## config.mk

```make
export PLATFORM = sky130hd
export DESIGN_NAME = sixtyfourbit_sub_seq
export DESIGN_NICKNAME = d
export VERILOG_FILES = /design/src/rtl/sixtyfourbit_sub_seq.sv
export SDC_FILE = /design/constraint.sdc
export NUM_CORES = 1
export LEC_CHECK = 0
export BUFFER_PORTS_ARGS = -buffer_cell sky130_fd_sc_hd__buf_2
export CORE_MARGIN = 4
export CORE_UTILIZATION = 50
export DETAILED_ROUTE_END_ITERATION = 8
export PLACE_DENSITY = 0.76
export SYNTH_ARGS = -nofsm -noshare
export SYNTH_HDL_FRONTEND = slang
export SYNTH_SLANG_ARGS = --single-unit
```

## constraint.sdc

```tcl
create_clock -name clk -period 3.7 [get_ports clk]
set_input_delay 0.555 -clock clk [delete_from_list [all_inputs] [get_ports clk]]
set_output_delay 0.555 -clock clk [all_outputs]
set_load 0.01 [all_outputs]
```

## src/rtl/sixtyfourbit_sub_seq.sv

```systemverilog
// Multi-cycle WIDTH-bit subtractor (diff = a - b - bin), one SLICE_W slice per clock, valid/ready on both sides.
// Optional signed-overflow output ovf is built when SUB_OVERFLOW_EN is defined.
module sixtyfourbit_sub_seq #(
    parameter int WIDTH   = 64,
    parameter int SLICE_W = 32
) (
    input  logic             clk,
    input  logic             rst_n,
    input  logic             in_valid,
    output logic             in_ready,
    input  logic [WIDTH-1:0] a,
    input  logic [WIDTH-1:0] b,
    input  logic             bin,
    output logic             out_valid,
    input  logic             out_ready,
    output logic [WIDTH-1:0] diff,
    output logic             bout
`ifdef SUB_OVERFLOW_EN
    ,
    output logic             ovf
`endif
);

    localparam int NSLICE = WIDTH / SLICE_W;
    localparam int IDX_W  = (NSLICE > 1) ? $clog2(NSLICE) : 1;

    typedef enum logic [1:0] {
        IDLE = 2'd0,
        RUN  = 2'd1,
        DONE = 2'd2
    } state_t;

    state_t             state_reg, state_next;
    logic [WIDTH-1:0]   a_reg, a_next;
    logic [WIDTH-1:0]   b_reg, b_next;
    logic [WIDTH-1:0]   diff_reg, diff_next;
    logic               borrow_reg, borrow_next;
    logic               bout_reg, bout_next;
    logic [IDX_W-1:0]   idx_reg, idx_next;

    logic [SLICE_W-1:0] a_slice [NSLICE];
    logic [SLICE_W-1:0] b_slice [NSLICE];
    logic [SLICE_W-1:0] a_sel;
    logic [SLICE_W-1:0] b_sel;
    logic [SLICE_W:0]   slice_res;
    logic               slice_borrow;
    logic               last_slice;
    logic               run_active;

    assign run_active = (state_reg == RUN);

    // Slice views of the latched operands, and per-slice write-back of the result
    generate
        for (genvar gi = 0; gi < NSLICE; gi++) begin : g_slice
            assign a_slice[gi] = a_reg[gi*SLICE_W +: SLICE_W];
            assign b_slice[gi] = b_reg[gi*SLICE_W +: SLICE_W];
            assign diff_next[gi*SLICE_W +: SLICE_W] =
                (run_active && (idx_reg == IDX_W'(gi))) ? slice_res[SLICE_W-1:0]
                                                        : diff_reg[gi*SLICE_W +: SLICE_W];
        end
    endgenerate

    assign a_sel        = a_slice[idx_reg];
    assign b_sel        = b_slice[idx_reg];
    // One extra MSB captures the borrow out of the slice as the sign of the result
    assign slice_res    = {1'b0, a_sel} - {1'b0, b_sel} - {{SLICE_W{1'b0}}, borrow_reg};
    assign slice_borrow = slice_res[SLICE_W];
    assign last_slice   = (idx_reg == IDX_W'(NSLICE - 1));

`ifdef SUB_OVERFLOW_EN
    logic ovf_reg, ovf_next;

    always_comb begin
        ovf_next = ovf_reg;
        if (run_active && last_slice) begin
            ovf_next = (a_reg[WIDTH-1] != b_reg[WIDTH-1]) &&
                       (slice_res[SLICE_W-1] != a_reg[WIDTH-1]);
        end
    end

    always_ff @(posedge clk) begin
        if (!rst_n) begin
            ovf_reg <= 1'b0;
        end else begin
            ovf_reg <= ovf_next;
        end
    end

    assign ovf = ovf_reg;
`endif

    always_comb begin
        state_next  = state_reg;
        a_next      = a_reg;
        b_next      = b_reg;
        borrow_next = borrow_reg;
        bout_next   = bout_reg;
        idx_next    = idx_reg;
        case (state_reg)
            IDLE: begin
                if (in_valid) begin
                    a_next      = a;
                    b_next      = b;
                    borrow_next = bin;
                    idx_next    = '0;
                    state_next  = RUN;
                end
            end
            RUN: begin
                borrow_next = slice_borrow;
                idx_next    = idx_reg + IDX_W'(1);
                if (last_slice) begin
                    bout_next  = slice_borrow;
                    idx_next   = '0;
                    state_next = DONE;
                end
            end
            DONE: begin
                // Returning to IDLE first keeps in_ready low for the handshake cycle
                if (out_ready) begin
                    state_next = IDLE;
                end
            end
            default: begin
                state_next = IDLE;
            end
        endcase
    end

    always_ff @(posedge clk) begin
        if (!rst_n) begin
            state_reg  <= IDLE;
            a_reg      <= '0;
            b_reg      <= '0;
            diff_reg   <= '0;
            borrow_reg <= 1'b0;
            bout_reg   <= 1'b0;
            idx_reg    <= '0;
        end else begin
            state_reg  <= state_next;
            a_reg      <= a_next;
            b_reg      <= b_next;
            diff_reg   <= diff_next;
            borrow_reg <= borrow_next;
            bout_reg   <= bout_next;
            idx_reg    <= idx_next;
        end
    end

    assign in_ready  = (state_reg == IDLE);
    assign out_valid = (state_reg == DONE);
    assign diff      = diff_reg;
    assign bout      = bout_reg;

endmodule

```

==> summary.txt <==
Run status
  • Status: completed

Floorplan
  • Die W: 151.1 um
  • Rows: 52
  • I/O pins: 200
  • Die area: 22840 um2
  • Initial Util: 50.78%
  • Die Ht: 151.1 um
  • Core Region: 20170 um2

Route
  • Initial DRC Count: 523
  • Final wirelength: 26000 um
  • DRC Markers: 0
  • Drt via density: 5.154
  • DR pass1 iterations: 5
  • DRT antenna net count: 0
  • Wire length per cell: 14.98 um
  • Total number of vias: 8948

Logic synthesis
  • Asr flop ratio synth: 0%
  • Sequential share of the synthesized area: 38.50%
  • EDFF count, synth: 0
  • Yosys reg bits: 197
  • Synth cell types: 53
  • Synthesized area per cell: 8.168 um2
  • Post-synthesis cell area: 10240 um2
  • Syn Inst Count: 1254
  • Post-Syn Nets: 1449
  • YS warnings: 0
  • Ys flop type: dfxtp_1

Pwr
  • Max IR drop VDD: 0.3603 mV
  • Pwr Density: 508.4 nW/um2
  • Leakage: 5.532 nW
  • Tot Pwr: 6.306 mW

Worst hold path
  • Launch point of the worst hold path: b[1]
  • Hold Crit Depth: 3
  • Hold WC Path Type: input pin to flip-flop
  • Worst hold path endpoint: b_reg[1]$_SDFFE_PN0P_

Placed design
  • Number of port buffers: 199
  • Pre-CTS setup slack: -76.73 ps
  • Dpl hpwl: 19170 um
  • Post-DP Area: 11680 um2
  • GP Congestion: 0.9046

Worst setup path
  • Reg-to-reg slack, setup: 100 ps
  • WP data required: 4020 ps
  • R2r startpoint: idx_reg$_SDFFE_PN0P_
  • Setup CP Type: flip-flop to flip-flop
  • FF-to-FF path depth: 14
  • Largest fanout on the critical path: 10
  • CP Launch Type: flip-flop
  • Worst path arrival time: 3910 ps
  • Critical Path End Type: flip-flop
  • FF-to-FF End: diff[30]$_SDFFE_PN0P_

GRT
  • Pin count of the biggest net entering global routing: 96
  • Vias in the first global route: 8232
  • First-pass GRT wire length: 40930 um
  • Initial antenna violation count: 0
  • Global-route usage over all layers: 22.40%
  • Grt ovf: 0

Final layout
  • Commonest cells after routing, fill and taps aside: nand2_1, buf_2, dfxtp_1, a21boi_0, inv_1
  • Area delta synth->final: 21.10%
  • Share of layout cells above drive strength 1: 23.47%
  • Ant. Diodes: 0
  • Fillers: 1817
  • Layout Nets: 1648
  • Design Area, Final: 12400 um2
  • Commonest non-fill, non-tap cell in the layout: nand2_1

Timing
  • Slew Limit Headroom: 30.59%
  • Hold Vio Cnt, Final: 0
  • Worst-Margin Slew: 1041 ps
  • Clock Skew: 12.65 ps
  • Final setup violation count: 0
  • Crit share post-route: 97.20%
  • Worst hold slack: 358.5 ps
  • Post-layout min period: 3596 ps
  • Final WS setup: 103.7 ps
  • Achievable Freq: 278.1 MHz
  • Setup TNS: 0 ps
  • Slew Viols, Final: 0

Clock tree
  • Clock Root Buffer: clkbuf_16
  • Worst skew pair latency: 440 ps
  • CTS sink cnt: 197
  • Clock buffer depth: 2
  • CTS hold repair buffers: 0
  • Number of CTS-inserted buffers: 17
  • TritonCTS clock tree: yes
  • H-Tree Depth: 4
  • Clock Pin Slew Worst Setup and Hold Paths: 70 ps

Run
  • Max Cap Viol: 0
[worst max-delay path by stage]
| stage | from | cells after the start | slack [ps] | to |
|---|---|---|---|---|
| global placement | idx_reg$_SDFFE_PN0P_ | 14 | 8 | diff[62]$_SDFFE_PN0P_ |
| finish | idx_reg$_SDFFE_PN0P_ | 14 | 100 | diff[30]$_SDFFE_PN0P_ |
| floorplan | idx_reg$_SDFFE_PN0P_ | 16 | 50 | diff[31]$_SDFFE_PN0P_ |
| detailed placement | idx_reg$_SDFFE_PN0P_ | 14 | -80 | diff[62]$_SDFFE_PN0P_ |
| CTS | idx_reg$_SDFFE_PN0P_ | 15 | 80 | diff[30]$_SDFFE_PN0P_ |
| global route | idx_reg$_SDFFE_PN0P_ | 15 | -30 | diff[30]$_SDFFE_PN0P_ |
[routing by layer]
metal | up-vias | track usage, % | share of wire [%]
li1 | 4604 | - | -
met2 | 244 | 32.57 | 42
met1 | 4077 | 34.53 | 51
met5 | - | 0 | 0
met3 | 23 | 3.321 | 5.5
met4 | 0 | 5.757 | 1.2
[cell usage after synthesis, drive strengths merged (2+ instances only)]
cell	number	area, um2
nand2	362	1359
dfxtp	197	3944
a21boi	171	1284
inv	73	274.0
clkbuf	68	255.2
ha	60	750.7
mux2	35	394.1
mux2i	35	350.3
o21ai	32	160.1
a21oi	31	155.2
nor2	30	112.6
nand3	20	100.1
xnor2	15	131.4
a21o	13	97.59
nor2b	9	56.30
nor3	9	45.04
xor2	8	70.07
and2	7	43.79
o21a	7	52.55
a31oi	6	37.54
buf	6	26.28
nand4	6	43.79
o21bai	6	56.31
and3	5	31.28
nand2b	5	31.28
o211a	5	50.05
o211ai	4	30.03
o31a	4	35.03
a2111oi	2	17.52
a311o	2	21.27
and4b	2	20.02
fa	2	40.04
o2111ai	2	17.52
o311ai	2	17.52
[critical path, cell delays in order (launching register included)]
cell and delay, ps:
dfxtp_4 370, buf_6 170, mux2_2 360, ha_1 280, inv_1 40, ha_1 300, o211ai_1 230, o21ai_2 90
o2111ai_1 270, nand4_1 190, a311oi_2 420, o21ai_2 110, a31oi_2 260, nor3_1 80, o31a_1 310
[where the power goes]
| part | switching [mW] | internal, mW |
|---|---|---|
| Clock | 0.847 | 0.910 |
| Sequential | 0.0952 | 2.29 |
| Combinational | 1.24 | 0.922 |
| Total | 2.18 | 4.13 |
[per-stage QoR]
| stage | utilization [%] | cells |
|---|---|---|
| 2_1_floorplan | - | 1254 |
| 3_3_place_gp | 57.90 | 1695 |
| 3_5_place_dp | 57.90 | 1695 |
| 4_1_cts | 60.86 | 1730 |
| 5_1_grt | 61.50 | 1736 |
| 6_report | 61.50 | 1736 |
[kinds of logic (layout without fill, tap and decap cells)]
kind of cell | after synthesis | count (layout) | share of synthesized area [%]
fa+ha+maj | 62 | 62 | 7.721
buf+inv | 147 | 359 | 5.424
simple gates | 459 | 459 | 18.30
compound gates | 296 | 296 | 20.82
flops | 197 | 197 | 38.50
mux | 70 | 70 | 7.269
xor+xnor | 23 | 23 | 1.967
[area by class of cell]
class	instances	area (um2)	area share (%)
clock buffers	20	456.7	3.682
clock inverters	12	95.09	0.7667
inverters	73	274.0	2.209
multi-input cells	910	5844	47.12
flip-flops and latches	197	3948	31.83
well taps	270	337.8	2.724
repair buffers	254	1448	11.67
[repair_timing]
action / in CTS / in global routing
buffers inserted: 3 / 6
hold endpoints to repair: 0 / 0
pin swaps: 1 / 5
cloned: 0 / 0
gates resized for setup: 1 / 22
setup endpoints to repair: 4 / 19
No activity file was read; power rests on OpenSTA's default activity.
